[src/rtl/bufctl_pkg.sv]
// Constants and types shared by the buffer-controller token queues.
// Token value 0 is reserved to mean "no buffer".
package bufctl_pkg;

  localparam int TOKW = 2;
  localparam int NTOK = 3;
  localparam int CW   = 2;

  localparam logic [TOKW-1:0] TOK_NONE = 2'd0;

  typedef enum logic [0:0] {
    S_IDLE = 1'b0,
    S_HOLD = 1'b1
  } slot_state_e;

endpackage

[src/rtl/cpu_token_queue_chk.sv]
// Token-conservation check: queued tokens plus the one held by the CPU can
// never exceed the number of buffers in a correctly operating system.
module cpu_token_queue_chk #(
  parameter int NTOK = 3,
  parameter int CW   = 2
) (
  input logic          clk,
  input logic          rst_n,
  input logic [CW-1:0] count,
  input logic          hold
);

  // Flag any cycle where more tokens are in flight than buffers exist
  a_tok_conserved: assert property (@(posedge clk) disable iff (!rst_n)
    (int'(count) + int'(hold)) <= NTOK);

endmodule

[src/rtl/cpu_token_queue_tok_fifo.sv]
// Circular token FIFO with occupancy count; a write while full is accepted
// only when a read frees a slot on the same edge.
module tok_fifo #(
  parameter int W     = 2,
  parameter int DEPTH = 3,
  parameter int CW    = 2
) (
  input  logic          clk,
  input  logic          rst_n,
  input  logic          wr_en,
  input  logic [W-1:0]  wr_data,
  input  logic          rd_en,
  output logic [W-1:0]  rd_data,
  output logic [CW-1:0] count,
  output logic          full,
  output logic          empty
);

  localparam int PW = (DEPTH > 1) ? $clog2(DEPTH) : 1;

  logic [W-1:0]  mem_r [DEPTH];
  logic [PW-1:0] rd_ptr_r;
  logic [PW-1:0] wr_ptr_r;
  logic [CW-1:0] count_r;
  logic          rd_ok_s;
  logic          wr_ok_s;

  function automatic logic [PW-1:0] ptr_inc(input logic [PW-1:0] p);
    if (p == PW'(DEPTH - 1)) begin
      ptr_inc = {PW{1'b0}};
    end else begin
      ptr_inc = p + PW'(1);
    end
  endfunction

  assign empty   = (count_r == CW'(0));
  assign full    = (count_r == CW'(DEPTH));
  assign count   = count_r;
  assign rd_ok_s = rd_en && !empty;
  assign wr_ok_s = wr_en && (!full || rd_ok_s);

  // Head entry, forced to zero while nothing is queued
  always_comb begin
    if (empty) begin
      rd_data = {W{1'b0}};
    end else begin
      rd_data = mem_r[rd_ptr_r];
    end
  end

  // Storage, pointers and occupancy
  always_ff @(posedge clk) begin
    if (!rst_n) begin
      rd_ptr_r <= {PW{1'b0}};
      wr_ptr_r <= {PW{1'b0}};
      count_r  <= {CW{1'b0}};
      for (int i = 0; i < DEPTH; i++) begin
        mem_r[i] <= {W{1'b0}};
      end
    end else begin
      if (wr_ok_s) begin
        mem_r[wr_ptr_r] <= wr_data;
        wr_ptr_r        <= ptr_inc(wr_ptr_r);
      end
      if (rd_ok_s) begin
        rd_ptr_r <= ptr_inc(rd_ptr_r);
      end
      case ({wr_ok_s, rd_ok_s})
        2'b10:   count_r <= count_r + CW'(1);
        2'b01:   count_r <= count_r - CW'(1);
        default: count_r <= count_r;
      endcase
    end
  end

endmodule

[src/rtl/cpu_token_queue.sv]
// CPU-side token queue: orders snooper tokens, tracks the buffer the CPU holds
// and routes it to the forwarder (accept) or back to the snooper (reject).
module cpu_token_queue #(
  parameter int TOKW   = bufctl_pkg::TOKW,
  parameter int NTOK   = bufctl_pkg::NTOK,
  parameter int CW     = bufctl_pkg::CW,
  parameter bit CHK_EN = 1'b1
) (
  input  logic            clk,
  input  logic            rst_n,
  input  logic [TOKW-1:0] token_from_sn,
  input  logic            en_from_sn,
  output logic            cpu_rdy,
  output logic [TOKW-1:0] head,
  input  logic            cpu_acq,
  output logic [TOKW-1:0] cpu_tok,
  input  logic            cpu_done,
  input  logic            cpu_accept,
  output logic [TOKW-1:0] token_to_fwd,
  output logic            en_to_fwd,
  output logic [TOKW-1:0] token_to_sn,
  output logic            en_to_sn,
  output logic [CW-1:0]   count,
  output logic            err
);

  import bufctl_pkg::*;

  localparam logic [TOKW-1:0] NONE = TOKW'(TOK_NONE);

  slot_state_e     state_r, state_nxt;
  logic [TOKW-1:0] head_s;
  logic [CW-1:0]   count_s;
  logic            full_s, empty_s;
  logic            wr_en_s, pop_s, tok0_s, drop_s, stray_done_s;
  logic [TOKW-1:0] cpu_tok_r, cpu_tok_nxt;
  logic [TOKW-1:0] fwd_tok_r, fwd_tok_nxt, sn_tok_r, sn_tok_nxt;
  logic            fwd_en_r, fwd_en_nxt, sn_en_r, sn_en_nxt;
  logic            err_r;

  assign cpu_rdy      = (state_r == S_IDLE) && !empty_s;
  assign pop_s        = cpu_acq && cpu_rdy;
  assign wr_en_s      = en_from_sn && (token_from_sn != NONE);
  assign tok0_s       = en_from_sn && (token_from_sn == NONE);
  assign drop_s       = wr_en_s && full_s && !pop_s;
  assign stray_done_s = cpu_done && (state_r == S_IDLE);

  tok_fifo #(
    .W     (TOKW),
    .DEPTH (NTOK),
    .CW    (CW)
  ) u_fifo (
    .clk     (clk),
    .rst_n   (rst_n),
    .wr_en   (wr_en_s),
    .wr_data (token_from_sn),
    .rd_en   (pop_s),
    .rd_data (head_s),
    .count   (count_s),
    .full    (full_s),
    .empty   (empty_s)
  );

  // Slot state register
  always_ff @(posedge clk) begin
    if (!rst_n) begin
      state_r <= S_IDLE;
    end else begin
      state_r <= state_nxt;
    end
  end

  // Slot next-state: acquire from IDLE, release on done
  always_comb begin
    state_nxt = state_r;
    case (state_r)
      S_IDLE: begin
        if (pop_s) begin
          state_nxt = S_HOLD;
        end else begin
          state_nxt = S_IDLE;
        end
      end
      S_HOLD: begin
        if (cpu_done) begin
          state_nxt = S_IDLE;
        end else begin
          state_nxt = S_HOLD;
        end
      end
      default: state_nxt = S_IDLE;
    endcase
  end

  // Slot outputs: held token and routing of the released token
  always_comb begin
    cpu_tok_nxt = cpu_tok_r;
    fwd_tok_nxt = fwd_tok_r;
    sn_tok_nxt  = sn_tok_r;
    fwd_en_nxt  = 1'b0;
    sn_en_nxt   = 1'b0;
    case (state_r)
      S_IDLE: begin
        if (pop_s) begin
          cpu_tok_nxt = head_s;
        end else begin
          cpu_tok_nxt = cpu_tok_r;
        end
      end
      S_HOLD: begin
        if (cpu_done) begin
          cpu_tok_nxt = NONE;
          if (cpu_accept) begin
            fwd_tok_nxt = cpu_tok_r;
            fwd_en_nxt  = 1'b1;
          end else begin
            sn_tok_nxt = cpu_tok_r;
            sn_en_nxt  = 1'b1;
          end
        end else begin
          cpu_tok_nxt = cpu_tok_r;
        end
      end
      default: cpu_tok_nxt = NONE;
    endcase
  end

  // Output registers; err is sticky until reset
  always_ff @(posedge clk) begin
    if (!rst_n) begin
      cpu_tok_r <= NONE;
      fwd_tok_r <= NONE;
      sn_tok_r  <= NONE;
      fwd_en_r  <= 1'b0;
      sn_en_r   <= 1'b0;
      err_r     <= 1'b0;
    end else begin
      cpu_tok_r <= cpu_tok_nxt;
      fwd_tok_r <= fwd_tok_nxt;
      sn_tok_r  <= sn_tok_nxt;
      fwd_en_r  <= fwd_en_nxt;
      sn_en_r   <= sn_en_nxt;
      if (tok0_s || drop_s || stray_done_s) begin
        err_r <= 1'b1;
      end else begin
        err_r <= err_r;
      end
    end
  end

  assign head         = head_s;
  assign count        = count_s;
  assign cpu_tok      = cpu_tok_r;
  assign token_to_fwd = fwd_tok_r;
  assign en_to_fwd    = fwd_en_r;
  assign token_to_sn  = sn_tok_r;
  assign en_to_sn     = sn_en_r;
  assign err          = err_r;

  generate
    if (CHK_EN) begin : g_chk
      cpu_token_queue_chk #(
        .NTOK (NTOK),
        .CW   (CW)
      ) u_chk (
        .clk   (clk),
        .rst_n (rst_n),
        .count (count_s),
        .hold  (state_r == S_HOLD)
      );
    end
  endgenerate

endmodule

[config.mk]
export PLATFORM = sky130hd
export DESIGN_NAME = cpu_token_queue
export DESIGN_NICKNAME = d
export VERILOG_FILES = /design/src/rtl/bufctl_pkg.sv /design/src/rtl/cpu_token_queue_chk.sv /design/src/rtl/cpu_token_queue_tok_fifo.sv /design/src/rtl/cpu_token_queue.sv
export SDC_FILE = /design/constraint.sdc
export NUM_CORES = 1
export LEC_CHECK = 0
export CAP_MARGIN = 20
export CORE_UTILIZATION = 41
export DETAILED_ROUTE_END_ITERATION = 7
export PLACE_DENSITY = 0.67
export SLEW_MARGIN = 10
export SYNTH_ARGS = -nofsm -noshare
export SYNTH_HDL_FRONTEND = slang
export SYNTH_HIERARCHICAL = 1
export SYNTH_SLANG_ARGS = --single-unit
[constraint.sdc]
create_clock -name clk -period 2.6 [get_ports clk]
set_input_delay 0.52 -clock clk [delete_from_list [all_inputs] [get_ports clk]]
set_output_delay 0.52 -clock clk [all_outputs]
set_load 0.005 [all_outputs]
==> results.txt, run 1 <==
* Outcome: finished, final reports clean
- Count of cells resized by post-cts repair: 0
- After technology mapping, the gate count stands at 107.
* Setup Total Neg Slack: 0 ns
- The completed layout was analyzed and its total power is 0.772 mW.
* Drt via density: 5.23
- EDFF count, synth: 8
* Cell Rows: 18
- Flops & latches, synth: 26
- Total GRT Usage: 15.0%
- The floorplan step set the die height to 54.4 um.
* Sum of routed wire length over all layers: 2010 um
- Most common cell after layout, fill and taps aside: clkdlybuf4s50_1
- Half-perimeter wire length of the detailed placement result: 1550 um
- Entering global routing, the biggest net connects 15 pins.
* Area share of the leading cell type in the synthesized netlist: 32.0%
* Ys async rst share: 0%
* Post-synth net total: 116
- After the last flow step, the layout net total stands at 141.
- Part of the Yosys area used for sequential elements: 53.4%
- Required time at the worst-slack endpoint: 2.08 ns
- For the pin with the worst max-slew slack, the measured transition is 0.417 ns.
* First-pass GRT wire length: 3070 um
- The biggest area contributor in the post-synthesis netlist is dfxtp_1.
* Remaining number of nets flagged by the antenna check after routing: 0
- Minimum period implied by the final worst setup slack: 2.35 ns
- Max cap viols: 0
- The number of hold buffers added after CTS was 0.
- The detailed router put a total of 908 um of wire on met1.
- Headroom to the max-slew limit came out at 72.1%.
- The worst setup path is of the register to output port kind.
* Signed area change from the synthesized netlist to the final layout: 24.7%
- Setup violations remaining at the end of the flow were counted as 0.
* Static leakage power: 0.526 nW
- Number of distinct library cells after synthesis: 28
* Setup repair after global routing missed its margin: no
- Clock-pin slew was measured on the worst setup and hold paths at 0.12 ns.
- Type of destination of the critical path: output port
* Clock tree buffer depth: 2
- DR WL/cell: 12.5 um
- Summing every instance area after synthesis gives 1120 um^2.
- After floorplanning, the core was sized to cover 2540 um^2.
- Post-route DRC violation count: 0
- Setup clock skew after layout: 0.00427 ns
- CTS built an H-tree with a depth of 1.
- Final GP Congestion: 0.691
- In this run the critical register-to-register path is launched from u_fifo/count[0].
* Num Clock Sinks: 26
- The Yosys step of the flow raised 6 warnings.
* Pwr dens: 550 nW/um^2
- Endpoint arrival time on the critical path: 1.83 ns
* DRC marker count from the first detailed-route iteration: 11
- Summed over all nets, wire length on met2 after detailed routing comes to 977 um.
* CTS tree: yes
- Most frequent cells in the layout: clkdlybuf4s50_1 (21), dfxtp_1 (18), nand2_1 (9)
* Mean post-synth cell area: 10.5 um^2
- The worst hold path begins at u_fifo/rd_ptr_r[1].
* Sum of overflow across all layers after global routing: 0
* Area used by multi-input combinational logic: 487 um^2
* Antenna cell count: 0
* Starting density of the core: 44.2%
- The number of endpoints with negative hold slack in the final report was 0.
- Pin placement for this block handled 22 I/O pins.
* Number of fill cells: 234
- Fraction of final layout cells sized beyond drive strength 1: 9.16%
- Input and output buffers added on the ports amount to 21.
- Clock root cell: clkbuf_4
- The detailed router used layers up to and including met4.
* Maximum clock frequency: 426 MHz
- In this run the worst hold path is classified as register to register.
- Type of element launching the critical path: register
- Detailed Routing Iterations Pass 1: 4
- Number of CTS-inserted buffers: 3
- The initial antenna violation count was 0.
- Fin crit share: 90.3%
- Final design utilization: 55.1%
* Floorplan die area: 2960 um^2
- Summing over every cut layer, the via total after detailed routing is 842.
- Sorting the synthesized cells by area gives the leading types as dfxtp_1 (32%), edfxtp_1 (21%), mux2i_1 (5.3%).
* Buffers inserted by post-CTS timing repair: 0
- Final-report max-slew violation count: 0
- In the synthesized netlist the dominant register cell turns out to be dfxtp_1.
* Die span in x: 54.4 um
- Footprint of the flip-flops and latches: 601 um^2
* Via count of the first global-routing pass: 762
- WL met3: 93 um
* Maximum vdd drop: 319 uV
- Worst-skew pair later-pin latency: 0.30 ns
- In this run the worst path has a maximum fanout of 2.
## registers in the layout, summed over array words and instances, names as in the netlist, named ones only
signal and flops:
en_to_sn 1, u_fifo/wr_ptr_r 2, u_fifo/count 2, token_to_sn 2, err 1, en_to_fwd 1
u_fifo/mem_r 8, token_to_fwd 2, state_r 1, cpu_tok 2, u_fifo/rd_ptr_r 2
## metrics by stage
step | std cells | hold WS (ns) | worst slack (ns) | area, um^2
finish | 161 | 0.504 | 0.253 | 1400
CTS | 161 | 0.509 | 0.240 | 1400
global placement | 157 | 0.473 | 0.126 | 1380
floorplan | 107 | 0.453 | 0.412 | 1120
global route | 161 | 0.520 | 0.160 | 1400
detailed placement | 157 | 0.489 | 0.0701 | 1380
## critical path: stages (launching register included)
cell and delay (ns):
dfxtp_1 0.40, mux4_2 0.51, nor2b_1 0.17, clkdlybuf4s50_1 0.45
## kinds of logic after synthesis
kind of cell | count (synthesis) | share of synthesized area [%]
flip-flops | 26 | 53.4
AO/OA/AOI/OAI | 14 | 9.12
buffers and inverters | 9 | 3.34
XOR/XNOR | 2 | 1.56
multiplexers | 8 | 9.34
AND/OR/NAND/NOR | 47 | 22.1
adder cells (fa/ha/maj) | 1 | 1.11
## area by class of cell
type	instances	area share, %
tap	30	2.68
inverter	5	1.34
multi-input combinational	72	34.7
sequential	26	42.8
timing repair buffer	24	16.6
clock buffer	4	1.87
## cell usage after synthesis, drive strengths merged, types with 4 or more instances
cell,n
nor2b,7
inv,5
nor3,4
nand3,8
o21ai,6
a21boi,6
dfxtp,18
edfxtp,8
mux2i,6
nand2,9
nor2,7
## power breakdown
group	leakage, nW	internal [mW]	switching, mW	total [mW]
logic	0.284	0.0811	0.0623	0.143
registers	0.227	0.440	0.0227	0.462
clock network	0.0150	0.0598	0.106	0.166
## per-layer routing
metal	track usage, %	vias up
met3	2.50	4
li1	-	432
met4	7.69	0
met1	17.1	384
met2	26.6	22
met5	0	-
## final timing paths
| kind | to | slack (ns) | depth (start not counted) |
|---|---|---|---|
| min | register | 0.50 | 2 |
| min reg2reg | register | 0.50 | 2 |
| max reg2reg | u_fifo/count[1] | 0.47 | 8 |
| max | head[0] | 0.25 | 3 |
Note: power is estimated with default switching activity, not from simulation.
==> inputs of run 2 (changes only) <==
Settings changed: SKIP_CTS_REPAIR_TIMING from default to 1.
==> results of run 2 <==
The final DEF is identical to that of run 1; final timing and power are the same.
